<file path="src/rtl/pipelined_cla_addsub_pkg.sv">
// Shared constants and helpers for the pipelined carry-lookahead adder/subtractor
// and the ALU flag register that consumes its flags.
package pipelined_cla_addsub_pkg;

  // Flag bit positions in the ALU flag register: {cout, ovf, zero, neg}
  localparam int unsigned FLAG_NEG  = 0;
  localparam int unsigned FLAG_ZERO = 1;
  localparam int unsigned FLAG_OVF  = 2;
  localparam int unsigned FLAG_COUT = 3;
  localparam int unsigned FLAG_BITS = 4;

  typedef struct packed {
    logic cout;
    logic ovf;
    logic zero;
    logic neg;
  } alu_flags_t;

  function automatic int unsigned stage_width(input int unsigned group,
                                              input int unsigned groups_per_stage);
    return group * groups_per_stage;
  endfunction

  function automatic int unsigned calc_lat(input int unsigned width,
                                           input int unsigned group,
                                           input int unsigned groups_per_stage);
    return width / stage_width(group, groups_per_stage);
  endfunction

endpackage

</file>
<file path="src/rtl/pipelined_cla_addsub_cla_group.sv">
// GROUP-bit carry-lookahead block: flattened carries inside the group plus
// group generate/propagate for the next lookahead level.
module cla_group #(
  parameter int unsigned GROUP = 4
) (
  input  logic [GROUP-1:0] a,
  input  logic [GROUP-1:0] b,
  input  logic             c_in,
  output logic [GROUP-1:0] sum,
  output logic             g_grp,
  output logic             p_grp
);

  logic [GROUP-1:0] p;
  logic [GROUP-1:0] g;
  logic [GROUP:0]   c;

  always_comb begin
    logic run;
    logic acc;
    p     = a ^ b;
    g     = a & b;
    c     = '0;
    g_grp = 1'b0;
    // Each carry is a sum of products of g/p terms, never a chain through c[i-1]
    for (int unsigned i = 0; i <= GROUP; i++) begin
      run = 1'b1;
      acc = 1'b0;
      for (int unsigned n = 0; n < i; n++) begin
        acc = acc | (g[i-1-n] & run);
        run = run & p[i-1-n];
      end
      c[i] = acc | (run & c_in);
      if (i == GROUP) g_grp = acc;
    end
    p_grp = &p;
    sum   = p ^ c[GROUP-1:0];
  end

endmodule

</file>
<file path="src/rtl/pipelined_cla_addsub.sv">
// Pipelined carry-lookahead adder/subtractor: one S-bit slice resolved per stage,
// operand/sum skew registers, registered flags and a valid/ready global stall.
module pipelined_cla_addsub
  import pipelined_cla_addsub_pkg::*;
#(
  parameter int unsigned WIDTH            = 32,
  parameter int unsigned GROUP            = 4,
  parameter int unsigned GROUPS_PER_STAGE = 2
) (
  input  logic             clk,
  input  logic             rst,
  input  logic             in_valid,
  output logic             in_ready,
  input  logic [WIDTH-1:0] a,
  input  logic [WIDTH-1:0] b,
  input  logic             cin,
  input  logic             sub,
  output logic             out_valid,
  input  logic             out_ready,
  output logic [WIDTH-1:0] sum,
  output logic             cout,
  output logic             ovf,
  output logic             zero,
  output logic             neg
);

  localparam int unsigned S   = stage_width(GROUP, GROUPS_PER_STAGE);
  localparam int unsigned LAT = calc_lat(WIDTH, GROUP, GROUPS_PER_STAGE);
  localparam int unsigned NG  = WIDTH / GROUP;

  logic             en;
  logic [LAT-1:0]   r_valid;
  logic [WIDTH-1:0] r_a [LAT];
  logic [WIDTH-1:0] r_b [LAT];
  logic [WIDTH-1:0] r_s [LAT];
  logic [LAT-1:0]   r_c;

  logic [NG-1:0]    grp_g;
  logic [NG-1:0]    grp_p;
  logic [NG-1:0]    grp_c;
  logic [WIDTH-1:0] grp_sum;
  logic [WIDTH-1:0] nxt_s [LAT];
  logic [LAT-1:0]   st_cout;

  logic [WIDTH-1:0] fin_sum;
  logic             fin_cout;
  logic             fin_ovf;

  assign en       = ~out_valid | out_ready;
  assign in_ready = en;

  for (genvar gi = 0; gi < NG; gi++) begin : g_grp
    cla_group #(.GROUP(GROUP)) u_grp (
      .a     (r_a[gi/GROUPS_PER_STAGE][gi*GROUP +: GROUP]),
      .b     (r_b[gi/GROUPS_PER_STAGE][gi*GROUP +: GROUP]),
      .c_in  (grp_c[gi]),
      .sum   (grp_sum[gi*GROUP +: GROUP]),
      .g_grp (grp_g[gi]),
      .p_grp (grp_p[gi])
    );
  end

  // Second lookahead level across the groups of each stage
  always_comb begin
    logic run;
    logic acc;
    int unsigned base;
    grp_c   = '0;
    st_cout = '0;
    for (int unsigned k = 0; k < LAT; k++) begin
      base = k * GROUPS_PER_STAGE;
      for (int unsigned j = 0; j <= GROUPS_PER_STAGE; j++) begin
        run = 1'b1;
        acc = 1'b0;
        for (int unsigned n = 0; n < j; n++) begin
          acc = acc | (grp_g[base+j-1-n] & run);
          run = run & grp_p[base+j-1-n];
        end
        if (j < GROUPS_PER_STAGE) grp_c[base+j] = acc | (run & r_c[k]);
        else                      st_cout[k]    = acc | (run & r_c[k]);
      end
    end
  end

  always_comb begin
    for (int unsigned k = 0; k < LAT; k++) begin
      nxt_s[k]          = r_s[k];
      nxt_s[k][k*S +: S] = grp_sum[k*S +: S];
    end
  end

  // Carry into the MSB recovered as p_msb ^ sum_msb
  assign fin_sum  = nxt_s[LAT-1];
  assign fin_cout = st_cout[LAT-1];
  assign fin_ovf  = fin_cout ^ (r_a[LAT-1][WIDTH-1] ^ r_b[LAT-1][WIDTH-1] ^ fin_sum[WIDTH-1]);

  always_ff @(posedge clk) begin
    if (rst) begin
      r_valid   <= '0;
      out_valid <= 1'b0;
      sum       <= '0;
      cout      <= 1'b0;
      ovf       <= 1'b0;
      zero      <= 1'b0;
      neg       <= 1'b0;
    end else if (en) begin
      r_valid[0] <= in_valid;
      r_a[0]     <= a;
      r_b[0]     <= sub ? ~b : b;
      r_c[0]     <= sub ? 1'b1 : cin;
      r_s[0]     <= '0;
      for (int unsigned k = 1; k < LAT; k++) begin
        r_valid[k] <= r_valid[k-1];
        r_a[k]     <= r_a[k-1];
        r_b[k]     <= r_b[k-1];
        r_s[k]     <= nxt_s[k-1];
        r_c[k]     <= st_cout[k-1];
      end
      out_valid <= r_valid[LAT-1];
      // Bubbles leave the previous result on the data outputs
      if (r_valid[LAT-1]) begin
        sum  <= fin_sum;
        cout <= fin_cout;
        ovf  <= fin_ovf;
        zero <= ~|fin_sum;
        neg  <= fin_sum[WIDTH-1];
      end
    end
  end

endmodule

</file>
<file path="config.mk">
export PLATFORM = sky130hd
export DESIGN_NAME = pipelined_cla_addsub
export DESIGN_NICKNAME = d
export VERILOG_FILES = /design/src/rtl/pipelined_cla_addsub_pkg.sv /design/src/rtl/pipelined_cla_addsub_cla_group.sv /design/src/rtl/pipelined_cla_addsub.sv
export SDC_FILE = /design/constraint.sdc
export NUM_CORES = 1
export LEC_CHECK = 0
export CORE_MARGIN = 2
export CORE_UTILIZATION = 50
export DETAILED_ROUTE_END_ITERATION = 16
export PLACE_DENSITY_LB_ADDON = 0.1
export SLEW_MARGIN = 20
export SYNTH_ARGS = -nofsm -noshare
export SYNTH_HDL_FRONTEND = slang
export SYNTH_SLANG_ARGS = --single-unit
</file>
<file path="constraint.sdc">
create_clock -name clk -period 11.8 [get_ports clk]
set_input_delay 2.36 -clock clk [delete_from_list [all_inputs] [get_ports clk]]
set_output_delay 2.36 -clock clk [all_outputs]
set_load 0.005 [all_outputs]
</file>
==> impl_metrics.yaml <==
status:
  status: "finished clean"
synth:
  synth_area_um2: 9300
  ys_seq_area_share_pct: 77.1
  ys_types: 41
  syn_inst: 567
  ys_seq_elements: 252
  async_reset_ff_share_pct: 0
  synth_nets: 677
  synth_edf_count: 212
  ys.warnings.count: 0
  synth_ff_type: "edfxtp_1"
  synth.avg_cell_area_um2: 16.4
global_routing:
  grt-busiest-layer: "met2"
  grt_util_met1_pct: 19.1
  antenna_found_initial: 0
  grt_overflow_total: 0
  grt_use_met2_pct: 25.0
  grt_pass1_wl_mm: 23.3
  grt_start_max_net_pins: 213
  grt_usage_pct: 14.6
  grt_pass1_vias: 4807
  gr-usage-met3_pct: 2.91
cts:
  clkTransAtPathRegs_ns: 0.06
  cts_tree: "done"
  cts_sinks: 252
  root_buffer: "clkbuf_16"
  cts_setup_buffers: 0
  post_cts_resized: 0
  htree_num_levels: 1
  insertion_delay_ns: 0.53
  postCtsHoldBufs: 0
  numCtsBuffers: 27
  clk_path_buf_depth: 3
route:
  drtAntennaViolNets: 0
  vias_per_cell: 5.06
  firstDrtPassIters: 4
  vias: 4744
  drt_iter0_drc: 290
  wirelength_mm: 14.1
  wl_per_cell_um: 15.0
  route.detailed.drc: 0
timing:
  finalClockSkew_ns: 0.0123
  hold_viol: 0
  tightest_slew_ns: 1.23
  finalSetupViolations: 0
  setup_ws_ns: 5.53
  relSlewSlack_pct: 18.1
  fin_crit_sh_pct: 53.2
  timing.fmax_ghz: 0.159
  rsz0062_at_grt: "no"
  fin_tns_setup_ns: 0
  layout_min_cycle_time_ns: 6.27
  slew_viol_final: 0
worst_setup_path:
  crit_path_end: "in_ready"
  cp-start-kind: "input pin"
  worstPathRequired_ns: 9.44
  reg2reg_setup_slack_ns: 8.39
  path_max_fanout: 7
  r2r_end: "zero"
  r2r-start: "r_b[3][24]"
  critPathCaptureType: "output port"
  cp.arrival_ns: 3.91
  r2r_cells: 12
  startpoint: "out_ready"
  worstSetupPathType: "input pin to output port"
power_and_ir_drop:
  powerDensity_nw_per_um2: 181
  leakage_nw: 4.12
  ir_drop_uv: 130
job:
  drv_cap: 0
placement:
  place_ws_ns: 5.56
  place.port_buffers: 107
  dpl.hpwl_mm: 8.96
  numPlacedInstances: 888
  place.gp.congestion: 0.786
floorplanning:
  pin_count: 108
  die_width_um: 140
  dieHeight_um: 140
  coreArea_um2: 18100
  rows: 49
  die_area_um2: 19700
  start_util_pct: 51.4
finish:
  area_growth_pct: 24.3
  nets: 798
  instances_no_fill: 937
  drive_gt1_share_pct: 7.06
  n_antenna_cell: 0
worst_hold_path:
  min_path_cells: 0
  hold_path.class: "flip-flop to flip-flop"
[final cells by class]
type,instances,area [µm²]
Sequential cell,252,7170
Fill cell,1293,6520
Multi-Input combinational cell,285,2010
Timing Repair Buffer,110,1100
Clock buffer,31,691
Tap cell,229,287
Clock inverter,18,267
Inverter,12,45.0
[cell usage after synthesis (7+ instances only)]
cell      instances  area, µm²
a211oi_1          7       52.6
a21oi_1          38        190
clkbuf_1         10       37.5
dfxtp_1          40        801
edfxtp_1        212       6370
fa_1              8        160
ha_1             32        400
inv_1            11       41.3
nand2_1          68        255
nor2_1           19       71.3
nor3_1            8       40.0
xnor2_1          11       96.3
xor2_1           43        377
[critical path, cell delays in order]
cell,delay (ns)
clkdlybuf4s50_1,0.40
nor2b_1,0.50
inv_2,0.17
clkdlybuf4s50_1,0.49
[worst min-delay path by stage]
stage | start | endpoint
2_1_floorplan | r_a[0][10] | r_a[1][10]
3_3_place_gp | r_b[0][30] | r_b[1][30]
3_5_place_dp | r_a[0][31] | r_a[1][31]
4_1_cts | r_a[2][27] | r_a[3][27]
5_1_grt | r_b[1][21] | r_b[2][21]
6_report | r_a[1][21] | r_a[2][21]
[report_power, final]
group	switching [mW]	internal, mW	total, mW
sequential	0.0221	1.04	1.07
clock	0.323	0.571	0.894
combinational	0.0673	0.0630	0.130
[kinds of logic (layout without fill, tap and decap cells)]
group	Yosys count	in the layout	share of synthesized area [%]
AO/OA/AOI/OAI	77	77	5.02
XOR/XNOR	54	54	5.08
adder cells (fa/ha/maj)	40	40	6.03
buffers and inverters	30	171	1.45
flip-flops	252	252	77.1
multiplexers	1	1	0.108
AND/OR/NAND/NOR	113	113	5.26
[layer usage]
layer	up-vias	share of wire, %	wire (µm)
met5	-	0	0
met4	0	2.0	282
met3	26	4.6	641
met2	104	49	6930
met1	2290	44	6220
li1	2324	-	-
[through the flow]
step | power (mW) | utilization, % | cell area [µm²] | hold slack (ns)
2_1_floorplan | 1.16 | - | 9300 | 0.400
3_3_place_gp | 1.21 | 58.6 | 10600 | 0.403
3_5_place_dp | 1.22 | 58.6 | 10600 | 0.405
4_1_cts | 2.12 | 63.9 | 11600 | 0.416
5_1_grt | 2.17 | 64.0 | 11600 | 0.419
6_report | 2.09 | 64.0 | 11600 | 0.414
[cell usage in the layout, fill, tap and decap left out, types with 2 or more instances in the layout]
master           synthesis  final
edfxtp_1               212    212
clkdlybuf4s50_1          0    106
nand2_1                 68     67
xor2_1                  43     43
dfxtp_1                 40     40
a21oi_1                 38     38
ha_1                    32     32
clkbuf_16                0     27
nor2_1                  19     18
inv_1                   11     11
xnor2_1                 11     11
nor3_1                   8      8
fa_1                     8      8
a211oi_1                 7      7
bufinv_16                0      7
a21o_1                   6      6
o21bai_1                 6      6
o21ai_1                  5      5
a31oi_1                  5      5
clkinv_1                 0      5
nor4_1                   4      4
clkinv_2                 0      4
clkbuf_1                10      4
o21ai_0                  3      3
nand2b_1                 2      2
a2111oi_0                2      2
nand4_1                  2      2
or4_1                    2      2
buf_4                    4      2
[sequential cells by signal, summed over array words and instances, names as in the netlist]
name / count
cout: 1
out_valid: 1
ovf: 1
r_a: 80
r_b: 80
r_c: 4
r_s: 48
r_valid: 4
sum: 32
zero: 1
Note: power is estimated with default switching activity, not from simulation.
